File: src/rtl/cpu_ctrl_pkg.sv
// Shared encodings for the multicycle MIPS control path.
// Holds the FSM state enum, opcode/funct constants, the ULAop / srcB /
// PCSource mux encodings and the registered control-word struct. The
// datapath imports this package so both sides agree on every encoding.
package cpu_ctrl_pkg;

  typedef enum logic [3:0] {
    S_RESET     = 4'd0,
    S_FETCH     = 4'd1,
    S_IR_LOAD   = 4'd2,
    S_DECODE    = 4'd3,
    S_R_EXEC    = 4'd4,
    S_R_WB      = 4'd5,
    S_ADDI_EXEC = 4'd6,
    S_ADDI_WB   = 4'd7,
    S_MEM_ADDR  = 4'd8,
    S_LW_READ   = 4'd9,
    S_LW_WB     = 4'd10,
    S_SW_WRITE  = 4'd11,
    S_BEQ       = 4'd12,
    S_JUMP      = 4'd13,
    S_EXCEPT    = 4'd14
  } state_t;

  // Opcodes (IR[31:26])
  localparam logic [5:0] OP_R     = 6'h00;
  localparam logic [5:0] OP_J     = 6'h02;
  localparam logic [5:0] OP_BEQ   = 6'h04;
  localparam logic [5:0] OP_ADDI  = 6'h08;
  localparam logic [5:0] OP_LW    = 6'h23;
  localparam logic [5:0] OP_SW    = 6'h2B;
  localparam logic [5:0] OP_RESET = 6'h3F;

  // R-type funct codes (IR[5:0])
  localparam logic [5:0] FN_ADD = 6'h20;
  localparam logic [5:0] FN_SUB = 6'h22;
  localparam logic [5:0] FN_AND = 6'h24;

  // ALU operation select
  localparam logic [2:0] ULA_PASS_A = 3'b000;
  localparam logic [2:0] ULA_ADD    = 3'b001;
  localparam logic [2:0] ULA_SUB    = 3'b010;
  localparam logic [2:0] ULA_AND    = 3'b011;

  // ALU B-operand select
  localparam logic [1:0] SRCB_B       = 2'b00;
  localparam logic [1:0] SRCB_FOUR    = 2'b01;
  localparam logic [1:0] SRCB_IMM     = 2'b10;
  localparam logic [1:0] SRCB_IMM_SH2 = 2'b11;

  // Next-PC source select
  localparam logic [1:0] PCSRC_ALU    = 2'b00;
  localparam logic [1:0] PCSRC_ALUOUT = 2'b01;
  localparam logic [1:0] PCSRC_JUMP   = 2'b10;
  localparam logic [1:0] PCSRC_EXC    = 2'b11;

  // Registered control word (everything except the sticky illegal flag)
  typedef struct packed {
    logic       pc_control;
    logic       pc_write_cond;
    logic [1:0] pc_source;
    logic       read_write;
    logic       iord;
    logic       ir_write;
    logic       mdr_write;
    logic       reg_write;
    logic       reg_dst;
    logic       mem_to_reg;
    logic       a_write;
    logic       b_write;
    logic       ula_out;
    logic [2:0] ula_op;
    logic       src_a;
    logic [1:0] src_b;
    logic       epc_write;
    logic       reset_out;
  } ctrl_t;

  // Supported R-type functs
  function automatic logic is_r_funct(input logic [5:0] funct);
    return (funct == FN_ADD) || (funct == FN_SUB) || (funct == FN_AND);
  endfunction

  // ALU operation for a supported R-type funct
  function automatic logic [2:0] r_ula_op(input logic [5:0] funct);
    case (funct)
      FN_SUB:  return ULA_SUB;
      FN_AND:  return ULA_AND;
      default: return ULA_ADD;
    endcase
  endfunction

endpackage

File: src/rtl/wait_counter.sv
// Loadable down-counter with a done flag, used to time memory waits.
// Ports:
//   clock, reset  - rising-edge clock, synchronous active-high reset
//   load          - load load_value on this edge (takes priority)
//   enable        - decrement on this edge, saturating at zero
//   load_value    - value loaded when load is high
//   next_count    - value the counter will hold after this edge
//   done          - counter currently reads zero (last wait cycle)
module wait_counter #(
  parameter int WIDTH = 2
) (
  input  logic             clock,
  input  logic             reset,
  input  logic             load,
  input  logic             enable,
  input  logic [WIDTH-1:0] load_value,
  output logic [WIDTH-1:0] next_count,
  output logic             done
);

  logic [WIDTH-1:0] count;

  // next_count is exported so the controller can see, one edge early,
  // whether the cycle being entered is the last of a wait.
  always_comb begin
    next_count = count;
    if (load) begin
      next_count = load_value;
    end else if (enable && (count != '0)) begin
      next_count = count - 1'b1;
    end
  end

  always_ff @(posedge clock) begin
    if (reset) begin
      count <= '0;
    end else begin
      count <= next_count;
    end
  end

  assign done = (count == '0);

endmodule

File: src/rtl/multicycle_control_v2.sv
// Multicycle MIPS control FSM (add/sub/and, addi, lw, sw, beq, j).
// Moore machine: every output is registered and is decoded from the state
// being entered on each edge, so the datapath sees glitch-free enables.
// Ports:
//   clock, reset      - rising-edge clock, synchronous active-high reset
//   OPCODE, OFFSET    - IR[31:26] and IR[15:0] (funct = OFFSET[5:0])
//   zero              - ALU zero flag (consumed by the datapath via PCWriteCond)
//   PC_control .. EPCWrite - datapath enables and mux selects
//   illegal           - sticky illegal-instruction flag, cleared by reset
//   reset_out         - datapath reset request
module multicycle_control_v2
  import cpu_ctrl_pkg::*;
#(
  parameter int MEM_WAIT   = 3,
  parameter int RST_HOLD   = 1,
  parameter int EXC_ENABLE = 1
) (
  input  logic        clock,
  input  logic        reset,
  input  logic [5:0]  OPCODE,
  input  logic [15:0] OFFSET,
  input  logic        zero,
  output logic        PC_control,
  output logic        PCWriteCond,
  output logic [1:0]  PCSource,
  output logic        ReadWrite,
  output logic        IorD,
  output logic        IRWrite,
  output logic        MDRWrite,
  output logic        RegWrite,
  output logic        RegDst,
  output logic        MemToReg,
  output logic        AWrite,
  output logic        BWrite,
  output logic        ULAout_ctrl,
  output logic [2:0]  ULAop,
  output logic        srcA_selector,
  output logic [1:0]  srcB_selector,
  output logic        EPCWrite,
  output logic        illegal,
  output logic        reset_out
);

  localparam int CNT_W = $clog2(MEM_WAIT + 1);
  localparam logic [CNT_W-1:0] WAIT_LAST = CNT_W'(MEM_WAIT - 1);
  localparam int HOLD_W = (RST_HOLD > 1) ? $clog2(RST_HOLD) : 1;
  localparam logic [HOLD_W-1:0] HOLD_LAST = HOLD_W'(RST_HOLD - 1);

  state_t            state, next_state;
  ctrl_t             ctrl_q, ctrl_next;
  logic              illegal_q;
  logic [HOLD_W-1:0] hold_cnt;
  logic [CNT_W-1:0]  wait_next;
  logic              wait_done;
  logic [5:0]        funct;
  logic              bad_instr_unused;
  state_t            bad_target;

  assign funct = OFFSET[5:0];

  // zero is gated in the datapath; upper OFFSET bits are datapath-only
  assign bad_instr_unused = ^{OFFSET[15:6], zero};

  assign bad_target = (EXC_ENABLE != 0) ? S_EXCEPT : S_FETCH;

  // The wait counter reloads on every state change, so whichever wait
  // state is entered (FETCH or LW_READ) starts with MEM_WAIT-1 to go.
  wait_counter #(.WIDTH(CNT_W)) u_wait (
    .clock      (clock),
    .reset      (reset),
    .load       (next_state != state),
    .enable     ((state == S_FETCH) || (state == S_LW_READ)),
    .load_value (WAIT_LAST),
    .next_count (wait_next),
    .done       (wait_done)
  );

  // State register, reset-hold counter and registered outputs
  always_ff @(posedge clock) begin
    if (reset) begin
      state     <= S_RESET;
      hold_cnt  <= '0;
      ctrl_q    <= '0;
      ctrl_q.reset_out <= 1'b1;
      illegal_q <= 1'b0;
    end else begin
      state  <= next_state;
      ctrl_q <= ctrl_next;
      if ((state == S_RESET) && (next_state == S_RESET)) begin
        hold_cnt <= hold_cnt + 1'b1;
      end else begin
        hold_cnt <= '0;
      end
      if (next_state == S_EXCEPT) begin
        illegal_q <= 1'b1;
      end
    end
  end

  // Next-state logic
  always_comb begin
    next_state = state;
    case (state)
      S_RESET:     if (hold_cnt == HOLD_LAST) next_state = S_FETCH;
      S_FETCH:     if (wait_done) next_state = S_IR_LOAD;
      S_IR_LOAD:   next_state = S_DECODE;
      S_DECODE: begin
        case (OPCODE)
          OP_R:     next_state = is_r_funct(funct) ? S_R_EXEC : bad_target;
          OP_ADDI:  next_state = S_ADDI_EXEC;
          OP_LW:    next_state = S_MEM_ADDR;
          OP_SW:    next_state = S_MEM_ADDR;
          OP_BEQ:   next_state = S_BEQ;
          OP_J:     next_state = S_JUMP;
          OP_RESET: next_state = S_RESET;
          default:  next_state = bad_target;
        endcase
      end
      S_R_EXEC:    next_state = S_R_WB;
      S_ADDI_EXEC: next_state = S_ADDI_WB;
      S_MEM_ADDR:  next_state = (OPCODE == OP_LW) ? S_LW_READ : S_SW_WRITE;
      S_LW_READ:   if (wait_done) next_state = S_LW_WB;
      S_R_WB, S_ADDI_WB, S_LW_WB, S_SW_WRITE,
      S_BEQ, S_JUMP, S_EXCEPT:
                   next_state = S_FETCH;
      default:     next_state = S_RESET;
    endcase
  end

  // Output decode of the state being entered
  always_comb begin
    ctrl_next = '0;
    case (next_state)
      S_FETCH: begin
        ctrl_next.src_b  = SRCB_FOUR;
        ctrl_next.ula_op = ULA_ADD;
      end
      S_IR_LOAD: begin
        // ALU keeps computing PC+4 so PCSource=ALU result writes PC+4
        ctrl_next.pc_control = 1'b1;
        ctrl_next.pc_source  = PCSRC_ALU;
        ctrl_next.ir_write   = 1'b1;
        ctrl_next.src_b      = SRCB_FOUR;
        ctrl_next.ula_op     = ULA_ADD;
      end
      S_DECODE: begin
        ctrl_next.a_write = 1'b1;
        ctrl_next.b_write = 1'b1;
        ctrl_next.src_b   = SRCB_IMM_SH2;
        ctrl_next.ula_op  = ULA_ADD;
        ctrl_next.ula_out = 1'b1;
      end
      S_R_EXEC: begin
        ctrl_next.src_a   = 1'b1;
        ctrl_next.src_b   = SRCB_B;
        ctrl_next.ula_op  = r_ula_op(funct);
        ctrl_next.ula_out = 1'b1;
      end
      S_R_WB: begin
        ctrl_next.reg_write = 1'b1;
        ctrl_next.reg_dst   = 1'b1;
      end
      S_ADDI_EXEC, S_MEM_ADDR: begin
        ctrl_next.src_a   = 1'b1;
        ctrl_next.src_b   = SRCB_IMM;
        ctrl_next.ula_op  = ULA_ADD;
        ctrl_next.ula_out = 1'b1;
      end
      S_ADDI_WB: begin
        ctrl_next.reg_write = 1'b1;
      end
      S_LW_READ: begin
        // MDR captures on the final wait cycle, when memory data is valid
        ctrl_next.iord      = 1'b1;
        ctrl_next.mdr_write = (wait_next == '0);
      end
      S_LW_WB: begin
        ctrl_next.reg_write  = 1'b1;
        ctrl_next.mem_to_reg = 1'b1;
      end
      S_SW_WRITE: begin
        ctrl_next.iord       = 1'b1;
        ctrl_next.read_write = 1'b1;
      end
      S_BEQ: begin
        ctrl_next.src_a         = 1'b1;
        ctrl_next.src_b         = SRCB_B;
        ctrl_next.ula_op        = ULA_SUB;
        ctrl_next.pc_write_cond = 1'b1;
        ctrl_next.pc_source     = PCSRC_ALUOUT;
      end
      S_JUMP: begin
        ctrl_next.pc_control = 1'b1;
        ctrl_next.pc_source  = PCSRC_JUMP;
      end
      S_EXCEPT: begin
        // PC was already advanced; PC-4 is the faulting instruction
        ctrl_next.epc_write  = 1'b1;
        ctrl_next.src_b      = SRCB_FOUR;
        ctrl_next.ula_op     = ULA_SUB;
        ctrl_next.pc_control = 1'b1;
        ctrl_next.pc_source  = PCSRC_EXC;
      end
      default: begin
        ctrl_next.reset_out = 1'b1;
      end
    endcase
  end

  assign PC_control    = ctrl_q.pc_control;
  assign PCWriteCond   = ctrl_q.pc_write_cond;
  assign PCSource      = ctrl_q.pc_source;
  assign ReadWrite     = ctrl_q.read_write;
  assign IorD          = ctrl_q.iord;
  assign IRWrite       = ctrl_q.ir_write;
  assign MDRWrite      = ctrl_q.mdr_write;
  assign RegWrite      = ctrl_q.reg_write;
  assign RegDst        = ctrl_q.reg_dst;
  assign MemToReg      = ctrl_q.mem_to_reg;
  assign AWrite        = ctrl_q.a_write;
  assign BWrite        = ctrl_q.b_write;
  assign ULAout_ctrl   = ctrl_q.ula_out;
  assign ULAop         = ctrl_q.ula_op;
  assign srcA_selector = ctrl_q.src_a;
  assign srcB_selector = ctrl_q.src_b;
  assign EPCWrite      = ctrl_q.epc_write;
  assign illegal       = illegal_q;
  assign reset_out     = ctrl_q.reset_out;

endmodule

File: config.mk
export PLATFORM = sky130hd
export DESIGN_NAME = multicycle_control_v2
export DESIGN_NICKNAME = d
export VERILOG_FILES = /design/src/rtl/cpu_ctrl_pkg.sv /design/src/rtl/wait_counter.sv /design/src/rtl/multicycle_control_v2.sv
export SDC_FILE = /design/constraint.sdc
export NUM_CORES = 1
export LEC_CHECK = 0
export BUFFER_PORTS_ARGS = -buffer_cell sky130_fd_sc_hd__buf_2
export CAP_MARGIN = 20
export CORE_AREA = 2 2 54 56
export DETAILED_ROUTE_END_ITERATION = 10
export DIE_AREA = 0 0 56 58
export PLACE_DENSITY = 0.8
export SYNTH_ARGS = -nofsm -noshare
export SYNTH_HDL_FRONTEND = slang
export SYNTH_SLANG_ARGS = --single-unit
File: constraint.sdc
create_clock -name clock -period 5.6 [get_ports clock]
set_input_delay 1.12 -clock clock [delete_from_list [all_inputs] [get_ports clock]]
set_output_delay 1.12 -clock clock [all_outputs]
set_load 0.03 [all_outputs]
==> flow_metrics.tcl <==
set metrics [dict create \
    outcome "finished, final reports clean" \
    cts_root_buf "sky130_fd_sc_hd__clkbuf_4" \
    cts_tree "yes" \
    synth_enable_flop_cells 0 \
    core_ar_mm2 0.00266 \
    synthesis.instances 145 \
    irDropWorstVdd_mv 0.295 \
    hold_path.class "flip-flop to flip-flop" \
    detail_route.first_pass.iterations 4 \
    max-cap-violations 0 \
    element_type_at_the_critical_path_end "flip-flop" \
    post_synth_xor_area_fraction_pct 1.99 \
    antenna_violating_nets_post_route 0 \
    final_nets 206 \
    routed_wl_mm 2.69 \
    synth_area_mm2 0.00132 \
    yosys.cell_types.count 53 \
    number_of_global_route_vias_before_repair 1058 \
    final.setup_skew_ns 0.000925 \
    finalWeightedCongestion 0.834 \
    insertedDiodeCount 0 \
    post-cts-setup-buffer-count 0 \
    critPathKind "primary input to flip-flop" \
    drt_iter0_drc 68 \
    grt_max_degree 18 \
    grtUsageTotal_pct 17.6 \
    synth_ff_type "sky130_fd_sc_hd__dfxtp_1" \
    max_slew.worst_pin.slew_ns 0.761 \
    insertion_delay_ns 0.32 \
    setup_viol 0 \
    cts.htree.levels 1 \
    cts.clk_slew.worst_paths_ns 0.14 \
    ys_async_sr_fraction_pct 0 \
    ioPinCount 48 \
    fraction_of_final_layout_cells_with_drive_strength_greater_than_1_pct 30.2 \
    yosys.area_share.adder_pct 1.80 \
    yosysWarnings 0 \
    dp.final_hpwl_mm 2.08 \
    pwr_density_cell_mw_per_mm2 502 \
    cp_data_required_time_ns 5.83 \
    crit_path_max_fanout 16 \
    rsz0062_at_grt "no" \
    cts_hold_buf 0 \
    synth_compound_gate_area_share_pct 21.1 \
    cp_cell_sequence "buf_2 -> or4b_4 -> a21oi_2 -> a211o_2 -> nand3_4 -> or4b_1 -> a32o_1" \
    syn_avg_cell_area_um2 9.09 \
    nFillCells 238 \
    post_dp_cell_area_mm2 0.00150 \
    crit_path_max_incr_delay_ns 0.54 \
    yosys-mux-area-fraction_pct 0 \
    timing_hold_violations_final 0 \
    drc 0 \
    area.growth.synth_to_final_pct 16.7 \
    die_y_um 58 \
    chipWidth_um 56 \
    vias_per_cell 5.71 \
    dominant_combinational_cell_family_by_area_after_synthesis "simple AND/OR/NAND/NOR gates" \
    synth-seq-area-share_pct 42.5 \
    cp.arrival_ns 3.10 \
    port_buffers 35 \
    achievable-frequency_ghz 0.349 \
    power.leakage_nw 0.684 \
    overflow_after_grt 0 \
    fin_setup_tns_ns 0 \
    synth-seq-cells 28 \
    final-max-slew-violation-count 0 \
    floorplan.die_area_mm2 0.00325 \
    cpMaxStageDelayCell "sky130_fd_sc_hd__or4b_4" \
    final_critical_period_ns 2.86 \
    core_utilization_of_the_finished_layout_pct 57.8 \
    synth_simple_gate_area_share_pct 26.9 \
    grt_first_pass_wirelength_mm 4.57 \
    cts_inserted_buffers 3 \
    floorplan.rows 19 \
    layout.cell_area.non_filler_mm2 0.00154 \
    antenna_found_initial 0 \
    critical_path_source_type "primary input" \
    tritoncts_num_sinks 28 \
    post_cts.resized_instances 0 \
    final_period_utilization_pct 51.1 \
    wire_per_inst_um 12.8 \
    maxSlewHeadroom_pct 48.8 \
    ctsLongestPathBuffers 2 \
    floorplan.initialDensity_pct 49.5 \
    detailed_route_via_count 1200 \
]
## per-stage QoR
step | setup WS [ns] | cells | total power, mW | hold slack [ns]
floorplan | 2.69 | 146 | 0.595 | 0.494
global placement | 2.42 | 206 | 0.666 | 0.434
detailed placement | 2.39 | 206 | 0.675 | 0.443
CTS | 2.75 | 210 | 0.770 | 0.462
global route | 2.68 | 210 | 0.830 | 0.482
finish | 2.74 | 210 | 0.772 | 0.456
## routing by layer
metal | up-vias | GRT usage [%] | share of wire, %
met5 | - | 0 | 0
met4 | 0 | 8.16 | 1.8
met3 | 5 | 2.01 | 6.9
met2 | 59 | 31.4 | 49
met1 | 548 | 21.4 | 42
li1 | 588 | - | -
## where the power goes
group / leakage, nW / internal, mW / switching, mW / total (mW)
clock: 0.0210 / 0.0398 / 0.0562 / 0.0961
combinational: 0.434 / 0.140 / 0.267 / 0.407
sequential: 0.228 / 0.241 / 0.0281 / 0.269
total: 0.684 / 0.421 / 0.352 / 0.772
## cells by family (layout without fill, tap and decap cells)
group / count (synthesis) / count (layout)
AO/OA/AOI/OAI: 36 / 36
XOR/XNOR: 3 / 3
adder cells (fa/ha/maj): 2 / 2
other: 1 / 2
buffers and inverters: 16 / 49
AND/OR/NAND/NOR: 59 / 59
flip-flops: 28 / 28
## Yosys cell counts (all sizes together), types with 5 or more instances
| library cell | number | area [µm²] |
|---|---|---|
| dfxtp | 28 | 561 |
| nor2 | 14 | 52.6 |
| inv | 10 | 37.5 |
| nand2 | 9 | 33.8 |
| nand3 | 9 | 62.6 |
| a21oi | 8 | 43.8 |
| buf | 5 | 30.0 |
| nand2b | 5 | 38.8 |
| o21ai | 5 | 28.8 |
## critical path: cells and delay by family
family,cells,cell delay [ns]
AND/OR/NAND/NOR,3,1.24
buffers and inverters,1,0.09
AO/OA/AOI/OAI,3,0.63
## flip-flops by register name, indices dropped and copies added, names as in the netlist, 2 cells and up
name / cells
srcB_selector: 2
PCSource: 2
u_wait.count: 2
ULAop: 2
state: 4
## cell usage in the layout (no fill, tap or decap), drive strengths merged, types with 4 or more instances in the layout
cell type and n:
dfxtp 28, nand3 9, nor2 14, a21oi 8, clkbuf 4, nand2 9, o21ai 5, nand2b 5
buf 35, inv 10
## cell type report
cell class | count | area (µm²) | area share, %
timing repair buffer | 35 | 175 | 11.4
multi-input combinational | 102 | 689 | 44.8
clock buffer | 4 | 36.3 | 2.36
inverter | 10 | 37.5 | 2.44
tap | 31 | 38.8 | 2.52
sequential | 28 | 561 | 36.5
## final timing paths
kind	slack, ns	end	cells after the start	startpoint
max	2.74	ULAop[0]	7	OFFSET[0]
min	0.46	illegal	2	illegal
max reg2reg	3.34	ULAop[0]	6	state[0]
min reg2reg	0.46	illegal	2	illegal
Power figures use the tool's default switching activity.
